<file path="src/rtl/controlador_estados.sv">
// controlador_estados: pet behaviour FSM producing the one-hot estado for the
// attribute controller, plus the death pulse and the low-attribute alert.
module controlador_estados #(
  parameter int unsigned TICK_WIDTH    = 23,
  parameter logic [7:0]  MAX_ATRIB     = 8'd100,
  parameter logic [7:0]  GRACE_TICKS   = 8'd10,
  parameter logic [7:0]  LIMIAR_ALERTA = 8'd20
) (
  input  logic       clk,
  input  logic       rst,
  input  logic       btn_start,
  input  logic       btn_dormir,
  input  logic       btn_comer,
  input  logic       btn_aula,
  input  logic [7:0] fome,
  input  logic [7:0] felicidade,
  input  logic [7:0] sono,
  output logic [4:0] estado,
  output logic       morte,
  output logic       alerta
);

  typedef enum logic [4:0] {
    INTRO      = 5'b00000,
    IDLE       = 5'b00001,
    DORMINDO   = 5'b00010,
    COMENDO    = 5'b00100,
    DANDO_AULA = 5'b01000,
    MORTO      = 5'b10000
  } estado_t;

  estado_t               estado_r;
  estado_t               estado_next_s;
  logic [TICK_WIDTH-1:0] presc_r;
  logic [7:0]            zero_cnt_r;
  logic [3:0]            btn_q_r;   // {aula, comer, dormir, start}
  logic [3:0]            btn_p_r;
  logic [3:0]            press_s;
  logic                  morte_r;
  logic                  alerta_r;
  logic                  tick_s;
  logic                  zero_s;
  logic                  baixo_s;
  logic                  vivo_s;
  logic                  vivo_next_s;
  logic                  morrer_s;

  assign press_s  = btn_q_r & ~btn_p_r;
  assign tick_s   = (presc_r == {TICK_WIDTH{1'b0}});
  assign zero_s   = (fome == 8'd0) | (felicidade == 8'd0) | (sono == 8'd0);
  assign baixo_s  = (fome < LIMIAR_ALERTA) | (felicidade < LIMIAR_ALERTA) |
                    (sono < LIMIAR_ALERTA);
  assign morrer_s = vivo_s & (zero_cnt_r >= GRACE_TICKS);

  // Classify current and next state as "alive" (one of the four activity states).
  always_comb begin
    vivo_s      = 1'b0;
    vivo_next_s = 1'b0;
    case (estado_r)
      IDLE, DORMINDO, COMENDO, DANDO_AULA: vivo_s = 1'b1;
      default:                             vivo_s = 1'b0;
    endcase
    case (estado_next_s)
      IDLE, DORMINDO, COMENDO, DANDO_AULA: vivo_next_s = 1'b1;
      default:                             vivo_next_s = 1'b0;
    endcase
  end

  // Next-state decision; death overrides every other transition.
  always_comb begin
    estado_next_s = estado_r;
    if (morrer_s) begin
      estado_next_s = MORTO;
    end else begin
      case (estado_r)
        INTRO: begin
          if (press_s[0]) estado_next_s = IDLE;
          else            estado_next_s = INTRO;
        end
        IDLE: begin
          if (press_s[1])      estado_next_s = DORMINDO;
          else if (press_s[2]) estado_next_s = COMENDO;
          else if (press_s[3]) estado_next_s = DANDO_AULA;
          else                 estado_next_s = IDLE;
        end
        DORMINDO: begin
          if ((sono >= MAX_ATRIB) || press_s[0] || press_s[1]) estado_next_s = IDLE;
          else                                                 estado_next_s = DORMINDO;
        end
        COMENDO: begin
          if ((fome >= MAX_ATRIB) || press_s[0] || press_s[2]) estado_next_s = IDLE;
          else                                                 estado_next_s = COMENDO;
        end
        DANDO_AULA: begin
          if ((felicidade >= MAX_ATRIB) || press_s[0] || press_s[3]) estado_next_s = IDLE;
          else                                                       estado_next_s = DANDO_AULA;
        end
        MORTO: begin
          if (press_s[0]) estado_next_s = INTRO;
          else            estado_next_s = MORTO;
        end
        default: estado_next_s = INTRO;  // corrupted encoding recovers here
      endcase
    end
  end

  // State, prescaler, button history, zero-tick counter and registered outputs.
  always_ff @(posedge clk) begin
    if (rst) begin
      estado_r   <= INTRO;
      presc_r    <= {TICK_WIDTH{1'b0}};
      zero_cnt_r <= 8'd0;
      btn_q_r    <= 4'b0000;
      btn_p_r    <= 4'b0000;
      morte_r    <= 1'b0;
      alerta_r   <= 1'b0;
    end else begin
      estado_r <= estado_next_s;
      presc_r  <= presc_r + TICK_WIDTH'(1);
      btn_q_r  <= {btn_aula, btn_comer, btn_dormir, btn_start};
      btn_p_r  <= btn_q_r;
      morte_r  <= morrer_s;
      alerta_r <= vivo_next_s & baixo_s;
      // Counter only runs while alive; it saturates at the grace limit.
      if (!vivo_s || morrer_s || !zero_s) begin
        zero_cnt_r <= 8'd0;
      end else if (tick_s && (zero_cnt_r < GRACE_TICKS)) begin
        zero_cnt_r <= zero_cnt_r + 8'd1;
      end else begin
        zero_cnt_r <= zero_cnt_r;
      end
    end
  end

  assign estado = estado_r;
  assign morte  = morte_r;
  assign alerta = alerta_r;

endmodule

</file>
<file path="config.mk">
export PLATFORM = sky130hd
export DESIGN_NAME = controlador_estados
export DESIGN_NICKNAME = d
export VERILOG_FILES = /design/src/rtl/controlador_estados.sv
export SDC_FILE = /design/constraint.sdc
export NUM_CORES = 1
export LEC_CHECK = 0
export CAP_MARGIN = 5
export CORE_MARGIN = 1.5
export CORE_UTILIZATION = 56
export CTS_CLUSTER_DIAMETER = 120
export CTS_CLUSTER_SIZE = 25
export DETAILED_ROUTE_END_ITERATION = 8
export GPL_TIMING_DRIVEN = 0
export PLACE_DENSITY = 0.91
export SYNTH_ARGS = -nofsm -noshare
export SYNTH_HDL_FRONTEND = slang
export SYNTH_SLANG_ARGS = --single-unit
</file>
<file path="constraint.sdc">
create_clock -name clk -period 5.4 [get_ports clk]
set_clock_uncertainty 0.15 [all_clocks]
set_input_delay 1.35 -clock clk [delete_from_list [all_inputs] [get_ports clk]]
set_output_delay 1.35 -clock clk [all_outputs]
set_load 0.005 [all_outputs]
</file>
==> results.py, run 1 <==
metrics = {
    "run_status": {
        "status": "finished, final reports clean",
    },
    "sta": {
        "whs_ns": 0.320,
        "min_period_ns": 3.06,
        "slew_violations": 0,
        "setup_viol": 0,
        "hold_violations": 0,
        "fmax_ghz": 0.327,
        "rsz0062_at_grt": "no",
        "fin_ws_ns": 2.34,
        "tns_ns": 0,
        "post-route-period-util": 0.566,
    },
    "final_layout": {
        "post-route-util": 0.734,
        "syn_to_final_growth_pct": 25.0,
        "layout-drive-gt1-share": 0.0537,
        "nets": 331,
        "finalNonFillerCells": 346,
        "diodes": 0,
    },
    "yosys": {
        "synth-simple-area-share": 0.308,
        "async_flop_share": 0,
        "synth-compound-area-share": 0.122,
        "yosys.area.top_type": "dfxtp_1",
        "synth_common_cells": "46 x dfxtp_1, 34 x nor2_1, 16 x nor3_1",
        "synth_cells": 251,
        "synth_edf_count": 0,
        "ys_warn_count": 0,
        "synth.most_common_cell": "dfxtp_1",
        "avgSynthCellArea_um2": 8.62,
        "dominantRegCellSynth": "dfxtp_1",
        "yosys-top-cells-area": "dfxtp_1 43%, nor2_1 5.9%, xnor2_1 5.3%",
        "synthDominantCellAreaShare": 0.425,
        "synth-adder-area-share": 0.0277,
        "synth_mux_area_frac": 0,
        "synth-xor-area-share": 0.0728,
        "synth.distinct_cells": 44,
        "synth_seq_area_share": 0.425,
        "synth_top_family_by_area": "simple AND/OR/NAND/NOR gates",
        "synth-seq-cells": 46,
        "synth_area_um2": 2160,
    },
    "floorplanning": {
        "core_um2": 3690,
        "ios": 37,
        "die_w_um": 65.2,
        "start_util": 0.587,
        "num_rows": 22,
        "chipHeight_um": 65.2,
        "dieArea_um2": 4250,
    },
    "global_route": {
        "grt_first_pass_wirelength_um": 7430,
        "grt_pass1_vias": 1691,
        "overflow": 0,
        "antenna_found_initial": 0,
        "track_usage": 0.224,
        "grt_max_degree": 15,
    },
    "route": {
        "drcViolationCount": 0,
        "drtIter0Drc": 189,
        "wl_um": 4620,
        "vias": 1961,
        "drt-vias-per-instance": 5.67,
        "avgRoutedWirePerCell_um": 13.3,
        "final_antenna_net_count": 0,
        "first_pass_iters": 4,
    },
    "worst_setup_path": {
        "criticalPathCategory": "in2reg",
        "startpoint_type": "input port",
        "path_max_fanout": 3,
        "cp_cell_sequence": "clkdlybuf4s50_1, o311a_1, nor4_1, a32o_1, and3b_1, a311oi_1",
        "critPathTopFamily": "compound AO/OA/AOI/OAI gates",
        "critPathCaptureType": "flip-flop",
        "cp.arrival_ns": 3.11,
        "max_stage_delay_ns": 0.43,
        "cp_slowest_cell": "clkdlybuf4s50_1",
        "crit_required_ns": 5.46,
        "cp_num_buf_inv": 1,
    },
    "power_and_ir_drop": {
        "p_per_area_nw_per_um2": 250,
        "power.leakage_nw": 0.948,
        "peakVddDrop_v": 0.000230,
    },
    "place": {
        "dp_hpwl_um": 3390,
        "portBuffers": 36,
        "gp_congestion": 0.927,
        "dp_cells": 338,
        "dp_slack_ns": 2.07,
    },
    "clock_tree": {
        "cts-root-buf": "clkbuf_8",
        "cts_made_buffers": 5,
        "path_clk_slew_ns": 0.08,
        "cts.repair.resized": 0,
        "postCtsHoldBufs": 0,
        "post_cts_buffers": 0,
        "cts_tree": "built",
        "h-tree-depth": 2,
        "cts.sinks": 46,
        "clk_latency_ns": 0.30,
        "cts_buffer_depth": 2,
    },
    "hold_path": {
        "hold_path.class": "reg2reg",
    },
    "job": {
        "maxCapViolCount": 0,
    },
}
[final cells by class]
cell class / count / area, um^2
sequential: 46 / 921
inverter: 8 / 30.0
tap: 48 / 60.1
clock buffer: 6 / 72.6
multi-input combinational: 190 / 1160
clock inverter: 2 / 37.5
buffer: 10 / 61.3
fill: 263 / 982
timing repair buffer: 36 / 360
[metal layers]
metal / up-vias / part of all wire / track usage
li1: 981 / - / -
met1: 923 / 0.46 / 0.300
met2: 51 / 0.49 / 0.352
met3: 6 / 0.033 / 0.0462
met4: 0 / 0.013 / 0.0938
met5: - / 0 / 0
[power breakdown]
part,internal [mW],total [mW],switching (mW),leakage [nW]
Sequential,0.348,0.352,0.00438,0.375
Clock,0.138,0.245,0.107,0.0514
Combinational,0.0423,0.0790,0.0367,0.522
[registers in the layout, summed over array words and instances, names as in the netlist]
| register | count |
|---|---|
| presc_r | 23 |
| zero_cnt_r | 8 |
| estado | 5 |
| btn_p_r | 4 |
| btn_q_r | 4 |
| alerta | 1 |
| morte | 1 |
[metrics by stage]
| step | power, mW | area (um^2) |
|---|---|---|
| floorplan | 0.398 | 2180 |
| global placement | 0.434 | 2600 |
| detailed placement | 0.436 | 2600 |
| CTS | 0.683 | 2710 |
| global route | 0.704 | 2710 |
| finish | 0.676 | 2710 |
[cell usage in the layout (no fill, tap or decap), types with 5 or more instances in the layout]
cell type	n
nor2_1	34
or3_1	7
nor4_1	8
nor2b_1	14
nand3_1	13
xnor2_1	13
inv_1	8
clkbuf_8	5
a21oi_1	10
nor3_1	16
nand4_1	7
o21ai_0	11
dfxtp_1	46
clkbuf_1	7
clkdlybuf4s50_1	36
xor2_1	5
nand2_1	8
and3_1	5
[path summary, 6_finish.rpt]
| kind | startpoint | to | slack [ns] | depth (start not counted) |
|---|---|---|---|---|
| min | btn_q_r[2] | btn_p_r[2] | 0.32 | 1 |
| max reg2reg | estado[0] | zero_cnt_r[1] | 3.32 | 6 |
| min reg2reg | btn_q_r[2] | btn_p_r[2] | 0.32 | 1 |
| max | sono[4] | alerta | 2.34 | 6 |
[cell families (layout without fill, tap and decap cells)]
logic type                 after synthesis  in the layout
xor gates and xnor gates                18             18
and+or+nand+nor                        125            125
DFF                                     46             46
adders and majority gates                5              5
buffers and inverters                   18             62
other                                    1              4
AOI/OAI and AO/OA                       38             38
Note: power is estimated with default switching activity, not from simulation.
==> run 2, diff against run 1 <==
Settings changed: CORE_UTILIZATION 56 to 47, PLACE_DENSITY 0.91 to 0.82.
Clock period 5.4 ns to 2.78 ns, I/O delays scaled along.
==> run 2 against run 1 <==
Compared with the run above: via count down 2.8%; sequential power up 94%; clock power up 97%; combinational power up 90%; worst hold slack worse by 0.0088 ns; worst setup slack worse by 2.0 ns; critical endpoint unchanged; first-iteration DRC count down 37%; sequential share of layout area about the same.
==> results.py, run 2 (same netlist as run 1, synthesis figures left out) <==
metrics = {
    "run_status": {
        "status": "finished, final reports clean",
    },
    "power_and_ir_drop": {
        "intPower_mw": 1.03,
        "p_comb_frac": 0.114,
        "power.leakage_nw": 0.949,
        "pwr-share-seq": 0.520,
        "peakVddDrop_v": 0.000376,
        "switchingPower_mw": 0.290,
        "p_sw_frac": 0.220,
        "power.total_mw": 1.32,
        "p_per_area_nw_per_um2": 486,
        "clkPwrFrac": 0.367,
    },
    "worst_setup_path": {
        "cp_num_buf_inv": 1,
        "critPathTopFamily": "compound AO/OA/AOI/OAI gates",
        "cp.depth": 6,
        "path_max_fanout": 3,
        "critPathCaptureType": "flip-flop",
        "r2r_cells": 6,
        "critPathLaunch": "sono[4]",
        "crit_required_ns": 2.85,
        "max_stage_delay_ns": 0.45,
        "cp_cell_sequence": "clkdlybuf4s50_1, o311a_1, nor4_1, a32o_1, and3b_1, a311oi_1",
        "cp_slowest_cell": "clkdlybuf4s50_1",
        "startpoint_type": "input port",
        "reg2reg_from": "estado[0]",
        "criticalPathCategory": "in2reg",
        "cp.arrival_ns": 2.47,
    },
    "hold_path": {
        "hold_path.class": "reg2reg",
        "hold_path_startpoint": "btn_q_r[2]",
        "hold_depth": 1,
    },
    "place": {
        "dp_slack_ns": 0.0935,
        "portBuffers": 36,
        "dp_hpwl_um": 3320,
        "gp_congestion": 0.849,
    },
    "sta": {
        "fin_ws_ns": 0.377,
        "min_period_ns": 2.40,
        "rsz0062_at_grt": "no",
        "worst_slew_pin_slew_ns": 0.501,
        "tns_ns": 0,
        "slew_violations": 0,
        "fmax_ghz": 0.416,
        "maxSlewHeadroom": 0.666,
        "hold_violations": 0,
        "setup_viol": 0,
        "post-route-period-util": 0.864,
    },
    "job": {
        "maxCapViolCount": 0,
    },
    "final_layout": {
        "largest_reg_flops": 23,
        "syn_to_final_growth_pct": 25.1,
        "mostFrequentLayoutCells": "46 x dfxtp_1, 36 x clkdlybuf4s50_1, 34 x nor2_1",
        "final_common_cell": "dfxtp_1",
        "nets": 331,
        "regMostFlops": "presc_r",
        "layout-drive-gt1-share": 0.0503,
        "diodes": 0,
    },
    "clock_tree": {
        "cts-root-buf": "clkbuf_8",
        "cts_buffer_depth": 2,
        "path_clk_slew_ns": 0.08,
        "cts.sinks": 46,
        "postCtsHoldBufs": 0,
        "cts_tree": "built",
        "h-tree-depth": 2,
        "post_cts_buffers": 0,
        "cts_made_buffers": 5,
        "cts.repair.resized": 0,
        "clk_latency_ns": 0.30,
    },
    "global_route": {
        "grt_pass1_vias": 1791,
        "overflow": 0,
        "grt_max_degree": 14,
        "antenna_found_initial": 0,
        "grt_first_pass_wirelength_um": 7730,
        "track_usage": 0.191,
    },
    "route": {
        "first_pass_iters": 4,
        "vias": 1906,
        "avgRoutedWirePerCell_um": 12.8,
        "drt-vias-per-instance": 5.45,
        "drcViolationCount": 0,
        "drtIter0Drc": 120,
        "final_antenna_net_count": 0,
        "wl_um": 4480,
    },
    "floorplanning": {
        "ios": 37,
        "dieArea_um2": 5020,
        "num_rows": 24,
        "core_um2": 4380,
        "start_util": 0.494,
        "chipHeight_um": 70.9,
        "die_w_um": 70.9,
    },
}
[run 2: worst reg2reg max path: cells and delay by family (launching register included)]
| kind | cells | cell delay [ns] |
|---|---|---|
| buf+inv | 1 | 0.19 |
| compound gates | 3 | 0.32 |
| simple gates | 2 | 1.00 |
| flops | 1 | 0.33 |
[run 2: area by class of cell]
type                    count  area [um^2]
fillers                   392         1680
multi-input cells         190         1160
flip-flops and latches     46          921
repair buffers             36          360
clock buffers               7         76.3
well taps                  52         65.1
plain buffers              10         61.3
clock inverters             1         30.0
inverters                   8         30.0
[run 2: final timing paths]
check,endpoint,slack (ns)
max reg2reg,zero_cnt_r[1],0.71
min reg2reg,btn_p_r[2],0.31
max,alerta,0.38
min,btn_p_r[2],0.31
[run 2: through the flow]
step | hold WS (ns) | util | instances | area [um^2]
after CTS | 0.317 | 0.618 | 350 | 2710
after global placement | 0.291 | 0.593 | 342 | 2600
after global routing | 0.328 | 0.618 | 350 | 2710
final | 0.312 | 0.618 | 350 | 2710
after detailed placement | 0.299 | 0.593 | 342 | 2600
after floorplan | 0.276 | - | 254 | 2180
[run 2: routing by layer]
metal,track usage,up-vias,part of all wire
met4,0.0797,0,0.014
met1,0.238,872,0.47
met3,0.0499,5,0.056
met2,0.313,50,0.46
met5,0,-,0
li1,-,979,-
[run 2: power by group through the flow]
stage               combinational (mW)  sequential, mW  clock (mW)
finish                           0.150           0.684       0.483
global route                     0.164           0.686       0.522
global placement                 0.146           0.699           0
CTS                              0.149           0.684       0.496
detailed placement               0.148           0.700           0
floorplan                       0.0746           0.698           0
